File: config.mk
export PLATFORM = sky130hd
export DESIGN_NAME = fp16_acc_ctrl
export DESIGN_NICKNAME = d
export VERILOG_FILES = /design/src/rtl/fp16_acc_ctrl.sv
export SDC_FILE = /design/constraint.sdc
export NUM_CORES = 1
export LEC_CHECK = 0
export CAP_MARGIN = 40
export CORE_MARGIN = 3
export CORE_UTILIZATION = 41
export CTS_BUF_LIST = sky130_fd_sc_hd__clkbuf_8 sky130_fd_sc_hd__clkbuf_16
export CTS_CLUSTER_SIZE = 28
export DETAILED_ROUTE_END_ITERATION = 10
export HOLD_SLACK_MARGIN = 0.05
export PLACE_DENSITY_LB_ADDON = 0.3
export SETUP_SLACK_MARGIN = 0.4
export SYNTH_ARGS = -nofsm -noshare
export SYNTH_HDL_FRONTEND = slang
export SYNTH_SLANG_ARGS = --single-unit
File: constraint.sdc
create_clock -name clk_i -period 2.4 [get_ports clk_i]
set_clock_uncertainty 0.1 [all_clocks]
set_input_delay 0.24 -clock clk_i [delete_from_list [all_inputs] [get_ports clk_i]]
set_output_delay 0.24 -clock clk_i [all_outputs]
set_load 0.02 [all_outputs]
File: src/rtl/fp16_acc_ctrl.sv
// rtl/fp16_acc_ctrl.sv - FP16 accumulation controller driving an external combinational FP16 adder.
// Optional macro FP16ACC_EXC_EN: skip Inf/NaN elements and flag them on a sticky exc_o.
module fp16_acc_ctrl #(
  parameter int LEN_W = 8
) (
  input  logic             clk_i,
  input  logic             rstn_i,
  input  logic             start_i,
  input  logic [LEN_W-1:0] len_i,
  input  logic             in_valid_i,
  input  logic [15:0]      in_data_i,
  output logic             in_ready_o,
  output logic [15:0]      add_a_o,
  output logic [15:0]      add_b_o,
  input  logic [15:0]      add_sum_i,
  output logic             res_valid_o,
  output logic [15:0]      res_data_o,
  input  logic             res_ready_i,
  output logic             busy_o,
  output logic             exc_o
);

  typedef enum logic [1:0] {
    IDLE = 2'd0,
    ACC  = 2'd1,
    DONE = 2'd2
  } state_e;

  state_e           state_q;
  logic [15:0]      acc_q;
  logic [15:0]      acc_d;
  logic [LEN_W-1:0] cnt_q;
  logic [4:0]       in_exp;
  logic             in_inf_nan;

  assign in_exp     = in_data_i[14:10];
  assign in_inf_nan = (in_exp == 5'h1f);

  // The adder cannot take zero operands, so zeros are skipped and an empty
  // accumulator is loaded directly instead of going through the adder.
  always_comb begin
    acc_d = acc_q;
`ifdef FP16ACC_EXC_EN
    if (in_inf_nan) begin
      acc_d = acc_q;
    end else
`endif
    if (in_exp == 5'h00) begin
      acc_d = acc_q;
    end else if (acc_q[14:10] == 5'h00) begin
      acc_d = in_data_i;
    end else if (in_data_i == (acc_q ^ 16'h8000)) begin
      acc_d = 16'h0000;
    end else begin
      acc_d = add_sum_i;
    end
  end

`ifdef FP16ACC_EXC_EN
  logic exc_q;

  always_ff @(posedge clk_i or negedge rstn_i) begin
    if (!rstn_i) begin
      exc_q <= 1'b0;
    end else if (state_q == IDLE && start_i) begin
      exc_q <= 1'b0;
    end else if (state_q == ACC && in_valid_i && in_inf_nan) begin
      exc_q <= 1'b1;
    end
  end

  assign exc_o = exc_q;
`else
  logic unused_inf_nan;
  assign unused_inf_nan = in_inf_nan;
  assign exc_o = 1'b0;
`endif

  always_ff @(posedge clk_i or negedge rstn_i) begin
    if (!rstn_i) begin
      state_q <= IDLE;
      acc_q   <= 16'h0000;
      cnt_q   <= '0;
    end else begin
      case (state_q)
        IDLE: begin
          if (start_i) begin
            acc_q <= 16'h0000;
            if (len_i != '0) begin
              cnt_q   <= len_i;
              state_q <= ACC;
            end else begin
              state_q <= DONE;
            end
          end
        end
        ACC: begin
          if (in_valid_i) begin
            acc_q <= acc_d;
            cnt_q <= cnt_q - LEN_W'(1);
            if (cnt_q == LEN_W'(1)) begin
              state_q <= DONE;
            end
          end
        end
        DONE: begin
          if (res_ready_i) begin
            state_q <= IDLE;
          end
        end
        default: state_q <= IDLE;
      endcase
    end
  end

  assign in_ready_o  = (state_q == ACC);
  assign res_valid_o = (state_q == DONE);
  assign busy_o      = (state_q != IDLE);
  assign res_data_o  = acc_q;
  assign add_a_o     = acc_q;
  assign add_b_o     = in_data_i;

endmodule

======== After elaboration in Yosys (flattened, before gate mapping) ========
Index checks and enable logic that the tools add are counted.
cells by class
  add/subtract/negate cells ............... 1
  equal/unequal tests ..................... 10
  mux-type cells .......................... 16
  bitwise gates (word level) .............. 1
  reductions and logical operators ........ 9
operators by type and width
  kind                                                                     count
  16-bit two-way mux                                                       5
  16-bit one-hot mux with 2 select lines                                   1
  8-bit two-way mux                                                        3
  16-bit == test                                                           1
  8-bit one-hot mux with 2 select lines                                    1
  4-bit AND reduction                                                      3
  5-bit logical NOT                                                        2
  2-bit two-way mux                                                        5
  8-bit by 1-bit == test with 1-bit output, second input constant          1
  2-bit inequality test, second input constant                             4
  8-bit nonzero test                                                       1
  8-bit by 1-bit subtractor with 8-bit output, second input constant       1
  2-bit one-hot mux with 3 select lines                                    1
  2-bit by 1-bit inequality test with 1-bit output, second input constant  2
  2-bit nonzero test                                                       2
  2-bit by 1-bit == test with 1-bit output, second input constant          1
  2-bit == test, second input constant                                     1
  2-bit logical NOT                                                        1
  1-bit NOT                                                                1
storage, ports and cells
  register bits ........................... 26
  input port bits ......................... 45
  output and inout port bits .............. 52
  word-level logic and storage cells ...... 40

======== Logic depth before layout (Yosys ltp) ========
Gate-level depths: netlist of run 1.
  depth after elaboration ................. 7
  mapped depth ............................ 8
  gate-level depth less buffers ........... 6

======== Worst setup path after synthesis of run 1 ========
Ideal clock, no wire load.
  kind .................................... register -> register
  start point ............................. reg acc_q[11] (netlist: add_a_o[11])
  end point ............................... reg acc_q[10] (netlist: add_a_o[10])
  library setup time ...................... 0.138 ns
  arrival ................................. 1.686 ns
  required time ........................... 2.162 ns
  setup slack ............................. 0.476 ns
  cell stages (with the launch flop) ...... 6
  path buffers ............................ 1
  path through ............................ dfrtp_1 -> xnor2_1 -> nand4_1 -> nor4_2 -> clkbuf_1 -> o211ai_1
on the way
  word-level cells in the longest chain between the ends .. 6
RTL lines
  item                                      RTL line  RTL
  start: declaration                        30        logic [15:0] acc_q;
  start signal: assignment                  82        acc_q <= 16'h0000;
  start signal: assignment                  88        acc_q <= 16'h0000;
  start signal: assignment                  99        acc_q <= acc_d;
  16-bit == test                            52        end else if (in_data_i == (acc_q ^ 16'h8000)) begin
  16-bit two-way mux                        52
  16-bit two-way mux *                      50        end else if (acc_q[14:10] == 5'h00) begin
  16-bit two-way mux *                      48        if (in_exp == 5'h00) begin
  16-bit two-way mux *                      98        if (in_valid_i) begin
  16-bit one-hot mux with 2 select lines *  85        case (state_q)
Mark *: on every way between the ends. The rest lies on a longest branch, timed or not. The select of a mux whose other input is x is not followed.
A chain may end at the register's enable or synchronous reset.

======== Worst setup path in the final report of run 1 ========
  start point ............................. in in_data_i[11]
  end point ............................... reg acc_q[2] (netlist: add_a_o[2])
on the way
  word-level cells in the longest chain between the ends .. 6
RTL lines
  item                                    RTL line  RTL
  start: declaration                      11        input logic [15:0] in_data_i,
  16-bit == test                          52
  16-bit two-way mux                      52
  16-bit two-way mux                      50
  16-bit two-way mux                      48
  16-bit two-way mux                      98
  16-bit one-hot mux with 2 select lines  85
Several ways; a longest one is shown, not always the timed one. The select of a mux whose other input is x is not followed.

==> metrics, run 1 <==
status complete, no violations; post-route clock period utilization 0.814; H-Tree Depth 1; Crit path largest cell delay 0.55 ns; Avg Inst Size Synth 8.54 µm²; met3 Use GR 0.0369; 1st-iter DRT viols 155; most numerous cell in the Yosys netlist buf_4; placed cell count 344; share of flip-flops with an asynchronous set or reset 1.00; via count 1993; CP max-delay cell or4_1; clock sinks 26; YS warnings 0; Rel. slew slack 0.624; Slew Limit Fails 0; HP Class input port to async pin; worst-path cell chain clkdlybuf4s50_1, or4_1, or3_1, buf_6, nand4_1, o211ai_1; top post-synthesis cells by count buf_4, dfrtp_1, nand4_1; Post-synth EDFFs 0; top cell type's share of synthesized area 0.328; chip height 75.5 µm; Bufs on Longest Clock Path 2; Routed wire per std cell 16.1 µm; largest cells by area after synthesis dfrtp_1, buf_4, xnor2_1, nand4_1, o211ai_1; Num CTS Buffers 3; CP required 2.44 ns; area of the core 4500 µm²; postcts setup bufs 0; worst hold slack 0.231 ns; Overall Global Routing Usage 0.193; sequential area share after synthesis 0.328; unrepaired setup endpoints after global routing true; vias in the first global route 1730; busiest grt layer met2; critical path peak fanout 27; Fin Setup TNS 0 ns; multiplexer area fraction after synthesis 0.0101; worst skew pair latency 0.27 ns; Synth area leader dfrtp_1; final core occ 0.627; Adder-Cell Fraction of Synth Area 0.0126; max_cap viols 0; Root Driver clkbuf_8; Startpoint Class input port; met1 Use GR 0.263; Fmax 512 MHz; simple-gate share of the synthesized area 0.202; largest net degree at the start of global routing 28; layout cell share with drive strength beyond 1 0.0878; #FFs+latches synth 26; Final Hold Fails 0; post-synth net total 279; PwrDens 1130 nW/µm²; Top Family by Delay on Critical Path simple AND/OR/NAND/NOR gates; Std-Cell Rows 24; main combinational cell family by area after synthesis simple AND/OR/NAND/NOR gates; die width 75.5 µm; n_diodes 0; I/O pin count 97; final wirelength 5610 µm; Compound-Gate Fraction of Synth Area 0.195; WS Path Type input port to flip-flop; prevailing post-synth register cell dfrtp_1; Nets 344; Port Buffers 95; Least-Margin Pin Slew 0.563 ns; DR DRC count 0; Critical Path AT 1.99 ns; min Tclk post-route 1.95 ns; P_leak 1.08 nW; critical path endpoint category flip-flop; Distinct cells, synth 41; Critical path buffers and inverters 2; layout overhead on the synthesized area 42.5%; Final HPWL DP 4240 µm; worst vdd ir 0.532 mV; Post-Synth XOR/XNOR Area 0.0708; final setup vio count 0; GR met2 Demand/Resource 0.322; gr ovfl total 0; global-route wire length before repair 8540 µm; Final Non-Filler Cells 348; Syn Std Cell Area 1980 µm²; drt first pass iters 4; antenna violations before repair 0; reg-to-reg slack, setup 0.62 ns; Vias per Instance 5.73; DIE AREA 5700 µm²; GP Congestion 0.856; clk slew on worst S/H paths 0.10 ns; CTS tree yes; Starting Density 0.440; Syn Inst Count 232; post-route ant nets 0
==> area by class of cell <==
| type | instances | area (µm²) |
|---|---|---|
| Multi-Input combinational cell | 152 | 976 |
| Tap cell | 52 | 65.1 |
| Inverter | 6 | 22.5 |
| Sequential cell | 26 | 651 |
| Fill cell | 407 | 1680 |
| Timing Repair Buffer | 108 | 1050 |
| Clock buffer | 4 | 55.1 |
==> state kept, by name (all words and copies together) (netlist names) <==
| name | cells |
|---|---|
| cnt_q | 8 |
| add_a_o | 16 |
| state_q | 2 |
==> routing by layer <==
metal / vias to the layer above / routed length [µm]
li1: 957 / -
met1: 952 / 2270
met2: 80 / 2910
met3: 4 / 395
met4: 0 / 42
met5: - / 0
==> stage by stage <==
step | total power [mW] | cell area, µm² | worst slack, ns
2_1_floorplan | 2.24 | 1980 | 0.476
3_3_place_gp | 2.89 | 2760 | 0.180
3_5_place_dp | 2.93 | 2760 | 0.167
4_1_cts | 3.22 | 2810 | 0.432
5_1_grt | 3.44 | 2820 | 0.375
6_report | 3.20 | 2820 | 0.447
==> what timing repair did <==
action / CTS / global route
gates cloned: 0 / 0
setup endpoints to repair: 1 / 17
gates resized for setup: 1 / 4
hold endpoints to repair: 0 / 0
hold buffers: 0 / 0
==> power breakdown <==
group | switching [mW] | internal, mW | total, mW | leakage [nW]
clock | 0.137 | 0.147 | 0.284 | 0.0288
combinational | 1.06 | 0.954 | 2.01 | 0.727
sequential | 0.260 | 0.642 | 0.902 | 0.322
==> cells by family (layout without fill, tap and decap cells) <==
family / Yosys count / in the layout
mux: 2 / 2
xor+xnor: 16 / 16
simple gates: 72 / 72
flops: 26 / 26
compound gates: 59 / 59
fa+ha+maj: 2 / 2
buf+inv: 54 / 118
other cells: 1 / 1
==> path summary, 6_finish.rpt <==
check                              start          to  depth (start not counted)
max                        in_data_i[11]  add_a_o[2]                          6
min                               rstn_i  add_a_o[7]                          2
max in group asynchronous         rstn_i  add_a_o[2]                          2
min reg2reg                     cnt_q[7]    cnt_q[7]                          1
max reg2reg                   state_q[1]  add_a_o[2]                          5
min in group clk_i              cnt_q[7]    cnt_q[7]                          1
==> placed cells by master (no fill, tap or decap), types with 4 or more instances in the layout <==
| master | n |
|---|---|
| o2bb2ai_1 | 4 |
| clkbuf_8 | 4 |
| dfrtp_1 | 26 |
| o21ai_0 | 7 |
| nor2_1 | 8 |
| clkdlybuf4s50_1 | 93 |
| nor4_1 | 5 |
| a21oi_1 | 7 |
| buf_4 | 12 |
| nand3_1 | 12 |
| o211ai_1 | 16 |
| nand2_1 | 12 |
| o21ai_1 | 16 |
| xnor2_1 | 15 |
| nand4_1 | 20 |
| inv_1 | 5 |
No activity file was read; power rests on OpenSTA's default activity.
==> inputs of run 2 (changes only) <==
==> constraint.sdc (replaced) <==
create_clock -name clk_i -period 2 [get_ports clk_i]
set_clock_uncertainty 0.1 [all_clocks]
set_input_delay 0.2 -clock clk_i [delete_from_list [all_inputs] [get_ports clk_i]]
set_output_delay 0.2 -clock clk_i [all_outputs]
set_load 0.02 [all_outputs]
==> run 2 against run 1 <==
Compared with the run above: first-iteration DRC count grew 33%; global-route usage rose by 3.3 points; non-clock buffer count rose by 34; die area is the same; combinational power up 45%; setup slack worse by 0.16 ns; largest cell class unchanged; largest power group unchanged.
==> metrics, run 2 (synthesized netlist as in run 1, its figures left out) <==
Fmax 582 MHz; Std-Cell Rows 24 (unchanged); worst skew pair latency 0.28 ns (about the same); worst hold slack 0.101 ns (-0.130 ns); min Tclk post-route 1.72 ns; I/O pin count 97 (unchanged); drt first pass iters 4 (unchanged); critical path peak fanout 4 (-85%); Vias per Instance 5.85 (+2.2%); via count 2236 (+12%); GP Congestion 0.874 (+2.1%); layout cell share with drive strength beyond 1 0.324 (+0.236); DR DRC count 0 (unchanged); commonest cells after routing, fill and taps aside buf_4, dlygate4sd2_1, clkdlybuf4s50_1, dlymetal6s2s_1, nand4_1; chip height 75.5 µm (unchanged); largest net degree at the start of global routing 27 (-3.6%); global-route wire length before repair 10000 µm (+18%); hold path start len_i[0]; depth of the most critical reg-to-reg path 5 (unchanged); Routed wire per std cell 18.8 µm (+17%); R2R Path Start add_a_o[13]; 1st-iter DRT viols 206 (+33%); DIE AREA 5700 µm² (unchanged); reg-to-reg slack, setup 0.28 ns (-0.34 ns); Final HPWL DP 4550 µm (+7.4%); layout overhead on the synthesized area 72.5%; Final Hold Fails 0 (unchanged); H-Tree Depth 1 (unchanged); status complete, no violations; die width 75.5 µm (unchanged); clk slew on worst S/H paths 0.10 ns (about the same); max FFs per register 16 (unchanged); worst vdd ir 0.820 mV (+54%); Final Non-Filler Cells 382 (+9.8%); final core occ 0.758 (+0.132); antenna violations before repair 0 (unchanged); final setup vio count 0 (unchanged); Worst Hold Path Cells 3; Starting Density 0.440 (unchanged); Startpoint Class flip-flop; critical path endpoint category flip-flop; area of the core 4500 µm² (unchanged); Fin Setup TNS 0 ns (unchanged); Final WS setup 0.282 ns (-0.165 ns); max_cap viols 0 (unchanged); post-route cell area 3420 µm² (+21%); Root Driver clkbuf_8; Design Power 4.52 mW (+42%); PwrDens 1320 nW/µm² (+17%); gr ovfl total 0 (unchanged); placed cell count 354 (+2.9%); Bufs on Longest Clock Path 2 (unchanged); Num CTS Buffers 3 (unchanged); Critical Path AT 1.77 ns (-0.22 ns); n_diodes 0 (unchanged); HP Class input port to flip-flop; Place WS -0.172 ns (-0.339 ns); cts hold-fix bufs 0 (unchanged); post-route ant nets 0 (unchanged); Worst Setup SP add_a_o[13]; CP required 2.05 ns (-0.39 ns); vias in the first global route 2056 (+19%); Slew Limit Fails 0 (unchanged); post-route clock period utilization 0.859; clock sinks 26 (unchanged); WS Path Type flip-flop to flip-flop; Hold Path Sink cnt_q[0]; Overall Global Routing Usage 0.226 (+0.0335); unrepaired setup endpoints after global routing true; final wirelength 7170 µm (+28%); CTS tree yes; most common cell after layout, fill and taps aside buf_4; Nets 378 (+9.9%); Port Buffers 95 (unchanged); Worst R2R End add_a_o[15]; P_leak 1.66 nW (+54%); dpl cell area 2900 µm² (+5.0%)
run 2: cell count changes in the layout (fill, tap and decap cells not counted), sizes merged:
cell	before	now
clkdlybuf4s15	0	3
dlymetal6s2s	1	22
clkdlybuf4s50	93	32
buf	13	49
dlygate4sd2	1	34
bufinv	0	1
bufbuf	0	1
run 2: how the worst max path moves through the flow:
stage | endpoint | slack, ns | cells after the start
finish | add_a_o[15] | 0.28 | 5
global route | add_a_o[0] | 0.22 | 5
CTS | add_a_o[6] | 0.32 | 5
detailed placement | add_a_o[1] | -0.17 | 6
global placement | add_a_o[2] | -0.14 | 6
floorplan | add_a_o[2] | 0.29 | 5
run 2: layout make-up:
cell class	count	area [µm²]
multi-input cells	152	1180
fillers	316	1090
repair buffers	142	1410
clock buffers	3	41.3
flip-flops and latches	26	668
well taps	52	65.1
inverters	6	25.0
clock inverters	1	30.0
run 2: worst max-delay path, stage by stage (launching register included):
cell and delay [ns]:
dfrtp_2 0.45, xnor2_2 0.18, nand4_1 0.18, nor4_4 0.41, buf_4 0.21, o211ai_1 0.08
run 2: repair_timing:
item / CTS / global route
setup buffers: 10 / 9
cloned: 3 / 2
pin swaps: 19 / 17
gates resized for setup: 80 / 49
setup endpoints to repair: 62 / 39
run 2: power breakdown:
part | internal [mW] | switching (mW) | total [mW]
logic | 1.38 | 1.54 | 2.92
clock network | 0.268 | 0.180 | 0.448
registers | 0.795 | 0.356 | 1.15
run 2: per-layer routing:
| layer | up-vias | share of wire | wire length [µm] | track usage |
|---|---|---|---|---|
| met2 | 111 | 0.52 | 3730 | 0.370 |
| li1 | 1024 | - | - | - |
| met1 | 1092 | 0.39 | 2830 | 0.316 |
| met3 | 9 | 0.074 | 532 | 0.0317 |
| met5 | - | 0 | 0 | 0 |
| met4 | 0 | 0.012 | 84 | 0.0563 |
